### src/rtl/nes_multi_pad_reader_if.sv
// Controller-side and host-side signal bundle for nes_multi_pad_reader.
// The master drives enable and the serial pad data; the slave (the reader)
// drives the shared latch/pulse pair and the decoded button outputs.
interface nes_multi_pad_reader_if #(
  parameter int unsigned NUM_PADS = 2
);
  logic                    enable;
  logic [NUM_PADS-1:0]     data_in;
  logic                    latch;
  logic                    pulse;
  logic [8*NUM_PADS-1:0]   buttons;
  logic [8*NUM_PADS-1:0]   pressed;
  logic [8*NUM_PADS-1:0]   released;
  logic                    frame_done;

  modport master (
    output enable, data_in,
    input  latch, pulse, buttons, pressed, released, frame_done
  );

  modport slave (
    input  enable, data_in,
    output latch, pulse, buttons, pressed, released, frame_done
  );
endinterface

### src/rtl/nes_multi_pad_reader.sv
// Polls NUM_PADS NES controllers in parallel over a shared latch/pulse pair.
// Each pad's 8-bit button frame is debounced across consecutive frames and
// one-cycle pressed/released pulses are produced on every committed change.
// Bit order per pad (LSB first on the wire): {Right,Left,Down,Up,Start,Select,B,A}.
module nes_multi_pad_reader #(
  parameter int unsigned NUM_PADS        = 2,
  parameter int unsigned POLL_CYCLES     = 833333,
  parameter int unsigned LATCH_CYCLES    = 600,
  parameter int unsigned HALF_CYCLES     = 300,
  parameter int unsigned DEBOUNCE_FRAMES = 2
) (
  input  logic                  clock,
  input  logic                  reset_n,
  nes_multi_pad_reader_if.slave pad_if
);

  localparam int unsigned POLL_W    = (POLL_CYCLES > 1) ? $clog2(POLL_CYCLES) : 1;
  localparam int unsigned PHASE_MAX = (LATCH_CYCLES > HALF_CYCLES) ? LATCH_CYCLES : HALF_CYCLES;
  localparam int unsigned TMR_W     = $clog2(PHASE_MAX);
  localparam int unsigned CNT_W     = $clog2(DEBOUNCE_FRAMES + 1);

  typedef enum logic [2:0] {
    S_IDLE,
    S_LATCH,
    S_LOW,
    S_HIGH,
    S_DONE
  } state_t;

  // Synchroniser, poll timer and frame sequencer state
  logic [NUM_PADS-1:0] sync_meta_q, sync_q;
  logic [POLL_W-1:0]   poll_q;
  logic                tick;
  state_t              state_q, state_d;
  logic [TMR_W-1:0]    timer_q, timer_d;
  logic [2:0]          bit_q, bit_d;
  logic                sample_en;
  logic                latch_q, pulse_q;

  // Per-pad frame capture and debounce state
  logic [NUM_PADS-1:0][7:0]       raw_q;
  logic [NUM_PADS-1:0][7:0]       prev_q;
  logic [NUM_PADS-1:0][CNT_W-1:0] cnt_q;
  logic [NUM_PADS-1:0][CNT_W-1:0] cnt_nxt;
  logic [NUM_PADS-1:0]            commit;
  logic [NUM_PADS-1:0][7:0]       buttons_q, pressed_q, released_q;
  logic                           frame_done_q;

  assign tick = (poll_q == POLL_W'(POLL_CYCLES - 1));

  // Two-stage synchroniser per pad data line; idle line level is high.
  // NOTE: sequential state uses non-blocking assignments so every flop
  // samples the pre-edge value of its neighbours, independent of statement order.
  always_ff @(posedge clock or negedge reset_n) begin
    if (!reset_n) begin
      sync_meta_q <= '1;
      sync_q      <= '1;
    end else begin
      sync_meta_q <= pad_if.data_in;
      sync_q      <= sync_meta_q;
    end
  end

  // Free-running frame-start timer; wraps regardless of enable or FSM state.
  always_ff @(posedge clock or negedge reset_n) begin
    if (!reset_n) begin
      poll_q <= '0;
    end else if (tick) begin
      poll_q <= '0;
    end else begin
      poll_q <= poll_q + POLL_W'(1);
    end
  end

  // Sequencer state register; latch/pulse are registered from the next state
  // so the pad lines are glitch-free and drop immediately on reset.
  always_ff @(posedge clock or negedge reset_n) begin
    if (!reset_n) begin
      state_q <= S_IDLE;
      timer_q <= '0;
      bit_q   <= '0;
      latch_q <= 1'b0;
      pulse_q <= 1'b0;
    end else begin
      state_q <= state_d;
      timer_q <= timer_d;
      bit_q   <= bit_d;
      latch_q <= (state_d == S_LATCH);
      pulse_q <= (state_d == S_HIGH);
    end
  end

  // Sequencer next-state: latch, then 8 low/high pulse halves, then one DONE cycle.
  // NOTE: every signal assigned here gets a default first, so no path leaves
  // a value unassigned and no latch is inferred.
  always_comb begin
    state_d   = state_q;
    timer_d   = timer_q + TMR_W'(1);
    bit_d     = bit_q;
    sample_en = 1'b0;
    unique case (state_q)
      S_IDLE: begin
        timer_d = '0;
        if (tick && pad_if.enable) state_d = S_LATCH;
      end
      S_LATCH: begin
        if (timer_q == TMR_W'(LATCH_CYCLES - 1)) begin
          timer_d = '0;
          bit_d   = 3'd0;
          state_d = S_LOW;
        end
      end
      S_LOW: begin
        if (timer_q == TMR_W'(HALF_CYCLES - 1)) begin
          timer_d   = '0;
          sample_en = 1'b1;
          state_d   = (bit_q == 3'd7) ? S_DONE : S_HIGH;
        end
      end
      S_HIGH: begin
        if (timer_q == TMR_W'(HALF_CYCLES - 1)) begin
          timer_d = '0;
          bit_d   = bit_q + 3'd1;
          state_d = S_LOW;
        end
      end
      S_DONE: begin
        timer_d = '0;
        state_d = S_IDLE;
      end
      default: begin
        timer_d = '0;
        state_d = S_IDLE;
      end
    endcase
  end

  // Capture the current bit of every pad at the end of each low half (active-low line).
  always_ff @(posedge clock or negedge reset_n) begin
    if (!reset_n) begin
      raw_q <= '0;
    end else if (sample_en) begin
      for (int p = 0; p < NUM_PADS; p++) begin
        raw_q[p][bit_q] <= ~sync_q[p];
      end
    end
  end

  // Debounce evaluation: stability count for this frame and per-pad commit decision.
  always_comb begin
    cnt_nxt = cnt_q;
    commit  = '0;
    for (int p = 0; p < NUM_PADS; p++) begin
      if (raw_q[p] == prev_q[p]) begin
        if (cnt_q[p] < CNT_W'(DEBOUNCE_FRAMES)) cnt_nxt[p] = cnt_q[p] + CNT_W'(1);
      end else begin
        cnt_nxt[p] = CNT_W'(1);
      end
      commit[p] = (cnt_nxt[p] >= CNT_W'(DEBOUNCE_FRAMES)) && (raw_q[p] != buttons_q[p]);
    end
  end

  // Debounce bookkeeping and committed outputs; edge pulses last one cycle.
  always_ff @(posedge clock or negedge reset_n) begin
    if (!reset_n) begin
      prev_q       <= '0;
      cnt_q        <= '0;
      buttons_q    <= '0;
      pressed_q    <= '0;
      released_q   <= '0;
      frame_done_q <= 1'b0;
    end else begin
      pressed_q    <= '0;
      released_q   <= '0;
      frame_done_q <= (state_q == S_DONE);
      if (state_q == S_DONE) begin
        prev_q <= raw_q;
        cnt_q  <= cnt_nxt;
        for (int p = 0; p < NUM_PADS; p++) begin
          if (commit[p]) begin
            buttons_q[p]  <= raw_q[p];
            pressed_q[p]  <= raw_q[p] & ~buttons_q[p];
            released_q[p] <= ~raw_q[p] & buttons_q[p];
          end
        end
      end
    end
  end

  assign pad_if.latch      = latch_q;
  assign pad_if.pulse      = pulse_q;
  assign pad_if.buttons    = buttons_q;
  assign pad_if.pressed    = pressed_q;
  assign pad_if.released   = released_q;
  assign pad_if.frame_done = frame_done_q;

endmodule
### src/flat_wrapper.sv
// flat-port wrapper written by rule: the top's interface ports become plain ports
module nes_multi_pad_reader_flat 
#(
  parameter int unsigned NUM_PADS        = 2,
  parameter int unsigned POLL_CYCLES     = 833333,
  parameter int unsigned LATCH_CYCLES    = 600,
  parameter int unsigned HALF_CYCLES     = 300,
  parameter int unsigned DEBOUNCE_FRAMES = 2
)
  (clock, reset_n, pad_if_enable, pad_if_data_in, pad_if_latch, pad_if_pulse, pad_if_buttons, pad_if_pressed, pad_if_released, pad_if_frame_done);
  nes_multi_pad_reader_if #(.NUM_PADS(NUM_PADS)) pad_if_i ();
  input  logic clock;
  input  logic reset_n;
  input wire logic [$bits(pad_if_i.enable)-1:0] pad_if_enable;
  input wire logic [$bits(pad_if_i.data_in)-1:0] pad_if_data_in;
  output wire logic [$bits(pad_if_i.latch)-1:0] pad_if_latch;
  output wire logic [$bits(pad_if_i.pulse)-1:0] pad_if_pulse;
  output wire logic [$bits(pad_if_i.buttons)-1:0] pad_if_buttons;
  output wire logic [$bits(pad_if_i.pressed)-1:0] pad_if_pressed;
  output wire logic [$bits(pad_if_i.released)-1:0] pad_if_released;
  output wire logic [$bits(pad_if_i.frame_done)-1:0] pad_if_frame_done;
  assign pad_if_i.enable = pad_if_enable;
  assign pad_if_i.data_in = pad_if_data_in;
  assign pad_if_latch = pad_if_i.latch;
  assign pad_if_pulse = pad_if_i.pulse;
  assign pad_if_buttons = pad_if_i.buttons;
  assign pad_if_pressed = pad_if_i.pressed;
  assign pad_if_released = pad_if_i.released;
  assign pad_if_frame_done = pad_if_i.frame_done;
  nes_multi_pad_reader #(.NUM_PADS(NUM_PADS), .POLL_CYCLES(POLL_CYCLES), .LATCH_CYCLES(LATCH_CYCLES), .HALF_CYCLES(HALF_CYCLES), .DEBOUNCE_FRAMES(DEBOUNCE_FRAMES)) u_core (.clock(clock), .reset_n(reset_n), .pad_if(pad_if_i));
endmodule
### config.mk
export PLATFORM = sky130hd
export DESIGN_NAME = nes_multi_pad_reader_flat
export DESIGN_NICKNAME = d
export VERILOG_FILES = /design/src/rtl/nes_multi_pad_reader_if.sv /design/src/rtl/nes_multi_pad_reader.sv /design/src/flat_wrapper.sv
export SDC_FILE = /design/constraint.sdc
export NUM_CORES = 1
export LEC_CHECK = 0
export ABC_AREA = 1
export BUFFER_PORTS_ARGS = -buffer_cell sky130_fd_sc_hd__buf_2
export CORE_AREA = 2 2 107 109
export DETAILED_ROUTE_END_ITERATION = 10
export DIE_AREA = 0 0 109 111
export PLACE_DENSITY = 0.79
export SETUP_SLACK_MARGIN = 0.4
export SLEW_MARGIN = 20
export SYNTH_ARGS = -nofsm -noshare
export SYNTH_HDL_FRONTEND = slang
export SYNTH_SLANG_ARGS = --single-unit
### constraint.sdc
create_clock -name clock -period 5 [get_ports clock]
set_input_delay 0.75 -clock clock [delete_from_list [all_inputs] [get_ports clock]]
set_output_delay 0.75 -clock clock [all_outputs]
set_load 0.02 [all_outputs]
### After elaboration in Yosys (flattened, before gate mapping)

Cells that the tools add are included.

| word-level totals | value |
|---|---|
| RAM bits | 0 |
| word-level logic and storage cells | 97 |
| bits in latches | 0 |
| ROM bits | 0 |
| bits in registers | 127 |
| output and inout bits | 51 |
| memories | 0 |
| input port bits | 5 |

| operators by class | value |
|---|---|
| add/subtract/negate cells | 5 |
| shifts and indexed selects | 0 |
| $lt $le $gt $ge | 6 |
| multipliers | 0 |
| equal/unequal tests | 16 |
| bitwise operators | 10 |
| reductions and logical operators | 10 |
| mux-type cells | 29 |
| divide/modulo/power cells | 0 |

Operator list:

| operator | number |
|---|---|
| $and A8 B8 Y8 | 4 |
| $mux W16 | 2 |
| $mux W8 | 4 |
| $not A8 Y8 | 4 |
| $mux W3 | 7 |
| $add A20 B1 Y20 const B | 1 |
| $eq A20 B20 Y1 const B | 1 |
| $mux W10 | 2 |
| $mux W20 | 1 |
| $pmux W10 S2 | 1 |
| $bwmux W8 | 2 |
| $eq A8 B8 Y1 | 2 |
| $ne A8 B8 Y1 | 2 |
| $pmux W3 S4 | 1 |
| $add A10 B1 Y10 const B | 1 |
| $eq A10 B10 Y1 const B | 1 |
| $eq A10 B9 Y1 const B | 1 |
| $eq A3 B2 Y1 const B | 3 |
| $mux W2 | 4 |
| $eq A3 B1 Y1 const B | 2 |
| $eq A3 B3 Y1 const B | 2 |
| $pmux W3 S2 | 1 |
| $add A2 B1 Y2 const B | 2 |
| $ge A2 B2 Y1 const B | 2 |
| other kinds (14) | 23 |

### Logic depth before layout (Yosys ltp)

Gate-level depths: netlist of run 1.

| logic depth | value |
|---|---|
| depth in word-level cells | 7 |
| mapped depth | 10 |
| gate-level depth less buffers | 9 |

### Least setup slack after synthesis of run 1

OpenSTA, ideal clock, no wires.

| path | value |
|---|---|
| path kind | flip-flop to flip-flop |
| start point | register u_core.buttons_q (netlist bit u_core.pad_if.buttons[1]) |
| end point | register u_core.pressed_q (netlist bit u_core.pad_if.pressed[0]) |
| stages on the path, launching flop included | 9 |
| data required time | 4.884 ns |
| arrival time | 1.671 ns |
| buffers on the path | 2 |
| slack | 3.213 ns |
| cell sequence | dfrtp_1 > inv_1 > ha_1 > nand4_1 > or2_2 > buf_2 > nand4_2 > buf_6 > nor2_2 |

| between the ends | value |
|---|---|
| cells in the longest elaborated chain, start to end | 4 |

Ends and longest elaborated chain:

| what | line | text |
|---|---|---|
| start, declared | nes_multi_pad_reader.sv:46 | `logic [NUM_PADS-1:0][7:0] buttons_q, pressed_q, released_q;` |
| start signal, assigned by index | nes_multi_pad_reader.sv:181 | `buttons_q[p] <= raw_q[p];` |
| $ne A8 B8 Y1 | nes_multi_pad_reader.sv:159 | `commit[p] = (cnt_nxt[p] >= CNT_W'(DEBOUNCE_FRAMES)) && (raw_q[p] != buttons_q[p]);` |
| $logic_and A1 B1 Y1 | nes_multi_pad_reader.sv:159 |  |
| $mux W8 | nes_multi_pad_reader.sv:180 | `if (commit[p]) begin` |
| $mux W16 | nes_multi_pad_reader.sv:176 | `if (state_q == S_DONE) begin` |
| end signal, assigned by index | nes_multi_pad_reader.sv:182 | `pressed_q[p] <= raw_q[p] & ~buttons_q[p];` |
| end, declared | nes_multi_pad_reader.sv:46 |  |

No other way between the ends.
A chain may end at the register's enable or synchronous reset.

### Worst setup path in the final report of run 1

| path | value |
|---|---|
| start point | register u_core.state_q[0] |
| end point | register u_core.buttons_q (netlist bit u_core.pad_if.buttons[7]) |

| between the ends | value |
|---|---|
| cells in the longest elaborated chain, start to end | 2 |

Ends and longest elaborated chain:

| what | line | text |
|---|---|---|
| start, declared | nes_multi_pad_reader.sv:34 | `state_t state_q, state_d;` |
| start signal, assigned | nes_multi_pad_reader.sv:85 | `state_q <= state_d;` |
| $eq A3 B3 Y1 | nes_multi_pad_reader.sv:176 |  |
| $reduce_and A2 Y1 (no source line) | - |  |

No other way between the ends.

==> results of run 1 <==
final cells by class:
class | instances | share of cell area
sequential | 127 | 0.4268
multi-input combinational | 494 | 0.3565
inverter | 135 | 0.06812
clock buffer | 25 | 0.06376
timing repair buffer | 57 | 0.03926
tap | 143 | 0.02399
clock inverter | 7 | 0.02148
where the power goes:
group	switching, W	internal (W)	total [W]
Sequential	0.000000641	0.00103	0.00103
Combinational	0.0000215	0.00000252	0.0000240
Clock	0.000416	0.000909	0.00133
Total	0.000438	0.00194	0.00238
flip-flops by register name, indices dropped and copies added, names as in the netlist:
register                  count
u_core.raw_q                 16
u_core.state_q                3
u_core.pad_if.pulse           1
u_core.pad_if.frame_done      1
u_core.pad_if.pressed        16
u_core.pad_if.released       16
u_core.prev_q                16
u_core.sync_q                 2
u_core.pad_if.latch           1
u_core.poll_q                20
u_core.bit_q                  3
u_core.timer_q               10
u_core.sync_meta_q            2
u_core.cnt_q                  4
u_core.pad_if.buttons        16
layout by cell type (no fill, tap or decap), types with 2 or more instances in the layout:
cell and count:
dfrtp_1 123, o21ai_0 27, nor3_1 16, clkbuf_8 2
bufinv_16 5, buf_2 54, nand4_1 44, dfstp_2 4
buf_4 3, nor3_2 2, nor2_4 2, xor2_1 17
clkinv_2 3, a22oi_1 2, nand2_1 190, nor2_2 22
inv_2 6, nor4_1 2, or2_2 3, clkinv_1 3
clkbuf_16 17, xnor2_1 2, inv_1 125, nand3_1 30
clkbuf_1 6, ha_1 39, nor2_1 86
worst max-delay path: stages, from the launching register on:
cell     delay, ps
dfrtp_1        390
inv_1          150
nand3_4        320
nor3_2         290
nand4_2        590
nand2_1        240
nand2_1         80
worst paths after layout:
path | startpoint | to | slack (ps) | depth (start not counted)
hold reg to reg | u_core.sync_meta_q[1]$_DFF_PN1_ | u_core.sync_q[1]$_DFF_PN1_ | 360 | 0
min in group clock | u_core.sync_meta_q[1]$_DFF_PN1_ | u_core.sync_q[1]$_DFF_PN1_ | 360 | 0
max in group asynchronous | reset_n | u_core.timer_q[8]$_DFF_PN0_ | 3860 | 2
hold / removal | reset_n | u_core.pad_if.pressed[0]$_DFF_PN0_ | 130 | 1
setup reg to reg | u_core.state_q[0]$_DFF_PN0_ | u_core.pad_if.buttons[7]$_DFFE_PN0P_ | 2810 | 6
setup / recovery | u_core.state_q[0]$_DFF_PN0_ | u_core.pad_if.buttons[7]$_DFFE_PN0P_ | 2810 | 6
synthesized netlist by cell type:
cell      number  area [µm²]
clkbuf_1       2       7.510
nand3_1       30       150.1
clkinv_1       3       11.26
nor3_1        16       80.08
xnor2_1        2       17.52
nor3_2         2       20.02
inv_2          6       22.52
nand4_1       44       275.3
o21bai_1       1       7.510
dfrtp_1      123        3078
o211ai_1       1       7.510
o21ai_0       27       135.1
nor2_4         2       22.52
and2_1         1       6.260
buf_6          5       56.30
a22oi_1        2       15.01
buf_2          5       25.02
a21oi_1        1       5.000
buf_4          1       7.510
ha_1          39       488.0
clkinv_2       1       5.000
nor3b_1        1       7.510
xor2_1        17       148.9
dfstp_2        4       105.1
nand4_2        1       12.51
nand2b_1       1       6.260
nand3_2        1       10.01
nand3_4        1       17.52
or2_2          3       18.77
inv_1        125       469.2
nor4_1         2       12.51
nand4_4        1       21.27
nor2_2        22       137.6
nor2_1        86       322.8
nand2_1      190       713.2
buf_1          1       3.750
metrics by stage:
stage | std cells | hold slack (ps) | instance area [µm²]
2_1_floorplan | 770 | 345.2 | 6450
3_3_place_gp | 956 | 345.6 | 6822
3_5_place_dp | 956 | 351.9 | 6822
4_1_cts | 988 | 115.8 | 7457
5_1_grt | 988 | 120.2 | 7457
6_report | 988 | 130.2 | 7457
cells by family (layout without fill, tap and decap cells):
family,count (synthesis),after routing
and+or+nand+nor,404,404
buffers and inverters,149,224
DFF,127,127
adders and majority gates,39,39
AOI/OAI and AO/OA,32,32
xor gates and xnor gates,19,19
metal layers:
layer / global-route usage / vias up
li1: - / 2532
met5: 0 / -
met2: 0.3747 / 94
met3: 0.04762 / 21
met1: 0.3116 / 2396
met4: 0.1043 / 0
==> impl_metrics.tcl, run 1 <==
set metrics [dict create \
    cts_tree "done" \
    first_pass_iters 4 \
    fin_ws_ps 2809 \
    grt_pass1_wl_um 22430 \
    routed_via_density 5.104 \
    overflow 0 \
    synth_compound_area_frac 0.02638 \
    fin_crit_ps 2191 \
    seq_area_um2 3183 \
    start_util 0.5823 \
    fin_skew_ps 8.347 \
    synth.net_count 814 \
    die_height_um 111 \
    highest_layer "met4" \
    root_buffer "clkbuf_16" \
    port_buffers 55 \
    gp_congestion 0.9532 \
    synth_seq_cells 127 \
    maxSlewViolCount 0 \
    synthMuxAreaShare 0 \
    grtUsageTotal 0.2360 \
    first_iter_violations 276 \
    setup_viol 0 \
    hp-class "input port to async pin" \
    post-place-ws_ps 2836 \
    leakage_nw 3.763 \
    num-fill-cells 860 \
    clk_pin_slew_worst_paths_ps 50 \
    final.setup.tns_ps 0 \
    max_freq_mhz 456.5 \
    wl_met2_um 6370 \
    synth_top_family_by_area "simple AND/OR/NAND/NOR gates" \
    setup.worst_path.end_class "flip-flop" \
    cts-buffers-inserted 17 \
    ios 56 \
    vias 5043 \
    diodes 0 \
    syn-mean-instance-area_um2 8.377 \
    min_period_over_period 0.4381 \
    met3_length_um 437 \
    cp-start-kind "flip-flop" \
    h-tree-depth 4 \
    cp.arrival_ps 2480 \
    routedWlPerCell_um 12.91 \
    rsz0062_at_grt "false" \
    nets 876 \
    coreArea_um2 11080 \
    drive_above_1_share 0.1503 \
    wl_um 12760 \
    yosysSeqAreaShare 0.4935 \
    die-area_um2 12100 \
    vdd_ir_drop_max_v 0.0002092 \
    slew_headroom 0.4364 \
    antenna_found_initial 0 \
    crit_type "flip-flop to flip-flop" \
    hold_viol_final 0 \
    grt_max_degree 69 \
    synth_cells 770 \
    clockBufferDepth 2 \
    maxCapViolations 0 \
    grt_pass1_vias 4828 \
    total_power_w 0.002382 \
    crit_fanout 37 \
    antenna_left 0 \
    die_w_um 109 \
    ys_warn_count 0 \
    placement_rows 39 \
    required_ps 5290 \
    cts-resized-gates 0 \
    numClockSinks 127 \
    ys_types 36 \
    postCtsSetupBuffers 0 \
    post-dp-hpwl_um 9090 \
    cts_hold_buf 0 \
    drc 0 \
    final_util 0.6732 \
    synthAdderAreaFrac 0.07565 \
    synth_area_um2 6450 \
    met1Wirelength_um 5689 \
    clock_latency_ps 420 \
    synth_xor_area_frac 0.02580 \
    powerDensity_nw_per_um2 319.4 \
    multi_input_comb_area_um2 2659 \
    status "completed" \
    area_growth_pct 15.62 \
    tightest_slew_ps 845.4 \
    yosys.area_share.simple 0.2844 \
]
(Power assumes the default switching activity.)
==> run 2, diff against run 1 <==
--- a/config.mk
+++ b/config.mk
@@ -7,10 +7,10 @@
 export LEC_CHECK = 0
 export ABC_AREA = 1
 export BUFFER_PORTS_ARGS = -buffer_cell sky130_fd_sc_hd__buf_2
-export CORE_AREA = 2 2 107 109
+export CORE_AREA = 2 2 113 115
 export DETAILED_ROUTE_END_ITERATION = 10
-export DIE_AREA = 0 0 109 111
-export PLACE_DENSITY = 0.79
+export DIE_AREA = 0 0 115 117
+export PLACE_DENSITY = 0.75
 export SETUP_SLACK_MARGIN = 0.4
 export SLEW_MARGIN = 20
 export SYNTH_ARGS = -nofsm -noshare
==> constraint.sdc (replaced) <==
create_clock -name clock -period 2 [get_ports clock]
set_input_delay 0.3 -clock clock [delete_from_list [all_inputs] [get_ports clock]]
set_output_delay 0.3 -clock clock [all_outputs]
set_load 0.02 [all_outputs]
==> run 2 against run 1 <==
First-iteration DRC count rose by 33%. Sequential share of layout area fell by 2.9 points. Total power rose by 140%. Die area rose by 11%. Cell area rose by 8.8%.
==> impl_metrics.tcl, run 2 (synthesis gave the netlist of run 1 again) <==
set metrics [dict create \
    status "completed" \
    crit_type "flip-flop to flip-flop" \
    layout_commonest_cell "nand2_1" \
    numClockSinks 127 \
    switching_share 0.1961 \
    die-area_um2 13460 \
    powerDensity_nw_per_um2 708.0 \
    p_int_w 0.004617 \
    nets 914 \
    regMostFlops "u_core.poll_q" \
    placement_rows 41 \
    crit_end "u_core.pad_if.buttons[10]$_DFFE_PN0P_" \
    ios 56 \
    antenna_left 0 \
    clock_power_share 0.538 \
    die_w_um 115 \
    setup.worst_path.end_class "flip-flop" \
    overflow 0 \
    num-fill-cells 966 \
    area_growth_pct 25.76 \
    leakage_nw 3.939 \
    port_buffers 55 \
    grt_pass1_wl_um 22620 \
    cts-buffers-inserted 17 \
    start_util 0.5239 \
    combinationalPowerShare 0.013 \
    root_buffer "clkbuf_16" \
    h-tree-depth 4 \
    routed_via_density 5.202 \
    holdPathStages 5 \
    r2r-start "u_core.raw_q[15]$_DFFE_PN0P_" \
    total_power_w 0.005743 \
    wl_um 14500 \
    fin_crit_ps 1683 \
    max_freq_mhz 594.3 \
    fin_skew_ps 8.179 \
    diodes 0 \
    final.setup.tns_ps 0 \
    drc 0 \
    hold_viol_final 0 \
    rsz0062_at_grt "true" \
    die_height_um 117 \
    tightest_slew_ps 465.7 \
    grt_pass1_vias 4841 \
    grt_max_degree 48 \
    clockBufferDepth 2 \
    crit_path_start "u_core.raw_q[15]$_DFFE_PN0P_" \
    min_period_over_period 0.8414 \
    maxSlewViolCount 0 \
    cp-start-kind "flip-flop" \
    post-dp-hpwl_um 9174 \
    p_switching_w 0.001126 \
    crit_fanout 6 \
    required_ps 2350 \
    clk_pin_slew_worst_paths_ps 60 \
    gp_congestion 0.9097 \
    drive_above_1_share 0.2684 \
    largest_reg_flops 20 \
    first_iter_violations 367 \
    coreArea_um2 12310 \
    reg2reg_depth 7 \
    seqPwrFrac 0.449 \
    layout_common_cells "nand2_1 (185), inv_1 (115), dfrtp_1 (91)" \
    maxCapViolations 0 \
    r2r-end "u_core.pad_if.buttons[10]$_DFFE_PN0P_" \
    routedWlPerCell_um 14.04 \
    reg2reg_slack_ps 320 \
    first_pass_iters 6 \
    cp.arrival_ps 2030 \
    grtUsageTotal 0.2150 \
    clock_latency_ps 420 \
    vias 5374 \
    slew_headroom 0.6895 \
    vdd_ir_drop_max_v 0.0005594 \
    antenna_found_initial 0 \
    hp-class "input port to flip-flop" \
    setup_viol 0 \
    cts_tree "done" \
]
run 2: cell types whose count changed in the layout (fill, tap and decap cells not counted), sizes merged:
cell and delta:
clkinv -1, or2 +1, clkbuf +3, dlygate4sd3 +3
inv +1, bufinv -2, clkinvlp +1, nand4 +4
buf +28
run 2: worst min path at each step:
| stage | end | startpoint | slack, ps |
|---|---|---|---|
| 2_1_floorplan | u_core.bit_q[0]$_DFFE_PN0P_ | reset_n | 4 |
| 3_3_place_gp | u_core.timer_q[5]$_DFF_PN0_ | reset_n | 300 |
| 3_5_place_dp | u_core.timer_q[5]$_DFF_PN0_ | reset_n | 300 |
| 4_1_cts | u_core.pad_if.latch$_DFF_PN0_ | pad_if_enable | 290 |
| 5_1_grt | u_core.pad_if.latch$_DFF_PN0_ | pad_if_enable | 300 |
| 6_report | u_core.pad_if.latch$_DFF_PN0_ | pad_if_enable | 280 |
run 2: cell type report:
class	count	area, µm²	share of cell area
well taps	150	187.7	0.02314
multi-input cells	499	2948	0.3634
clock inverters	6	107.6	0.01327
clock buffers	26	479.2	0.05908
inverters	135	510.5	0.06293
repair buffers	90	655.6	0.08083
flip-flops and latches	127	3223	0.3973
run 2: timing repair:
item                       in CTS  in global routing
gates cloned                    3                  5
hold endpoints to repair       31                  0
hold buffers                    3                  0
gates resized for setup        19                 57
setup endpoints to repair      71                 91
pin swaps                       1                 26
buffers inserted                4                 14
run 2: worst max-delay path, stage by stage (launching register included):
cell and delay [ps]:
dfrtp_1 420, buf_6 140, ha_4 240, nand4_1 140
or2_4 350, nand4_4 160, nand2_1 80, nand2_1 60
run 2: stage by stage:
stage / util / setup slack (ps) / instance area (µm²) / hold WS [ps] / std cells
2_1_floorplan: - / 422.1 / 6504 / 4.409 / 770
3_3_place_gp: 0.5661 / 250.2 / 6969 / 298.9 / 972
3_5_place_dp: 0.5661 / 238.8 / 6969 / 297.1 / 972
4_1_cts: 0.6279 / 360.2 / 7731 / 289.9 / 1014
5_1_grt: 0.6588 / 277.6 / 8112 / 302.7 / 1033
6_report: 0.6588 / 317.3 / 8112 / 284.4 / 1033
run 2: metal layers:
metal / wire length [µm] / vias up / global-route usage
met5: 0 / - / 0
met4: 197 / 0 / 0.07871
met3: 754 / 17 / 0.04325
met2: 6987 / 170 / 0.3514
met1: 6562 / 2562 / 0.2867
li1: - / 2625 / -
run 2: power by group through the flow:
stage	clock [W]	sequential (W)	combinational, W
6_report	0.00309	0.00258	0.0000742
5_1_grt	0.00325	0.00258	0.0000873
4_1_cts	0.00313	0.00258	0.0000793
3_5_place_dp	0	0.00262	0.0000747
3_3_place_gp	0	0.00262	0.0000741
2_1_floorplan	0	0.00262	0.00000405
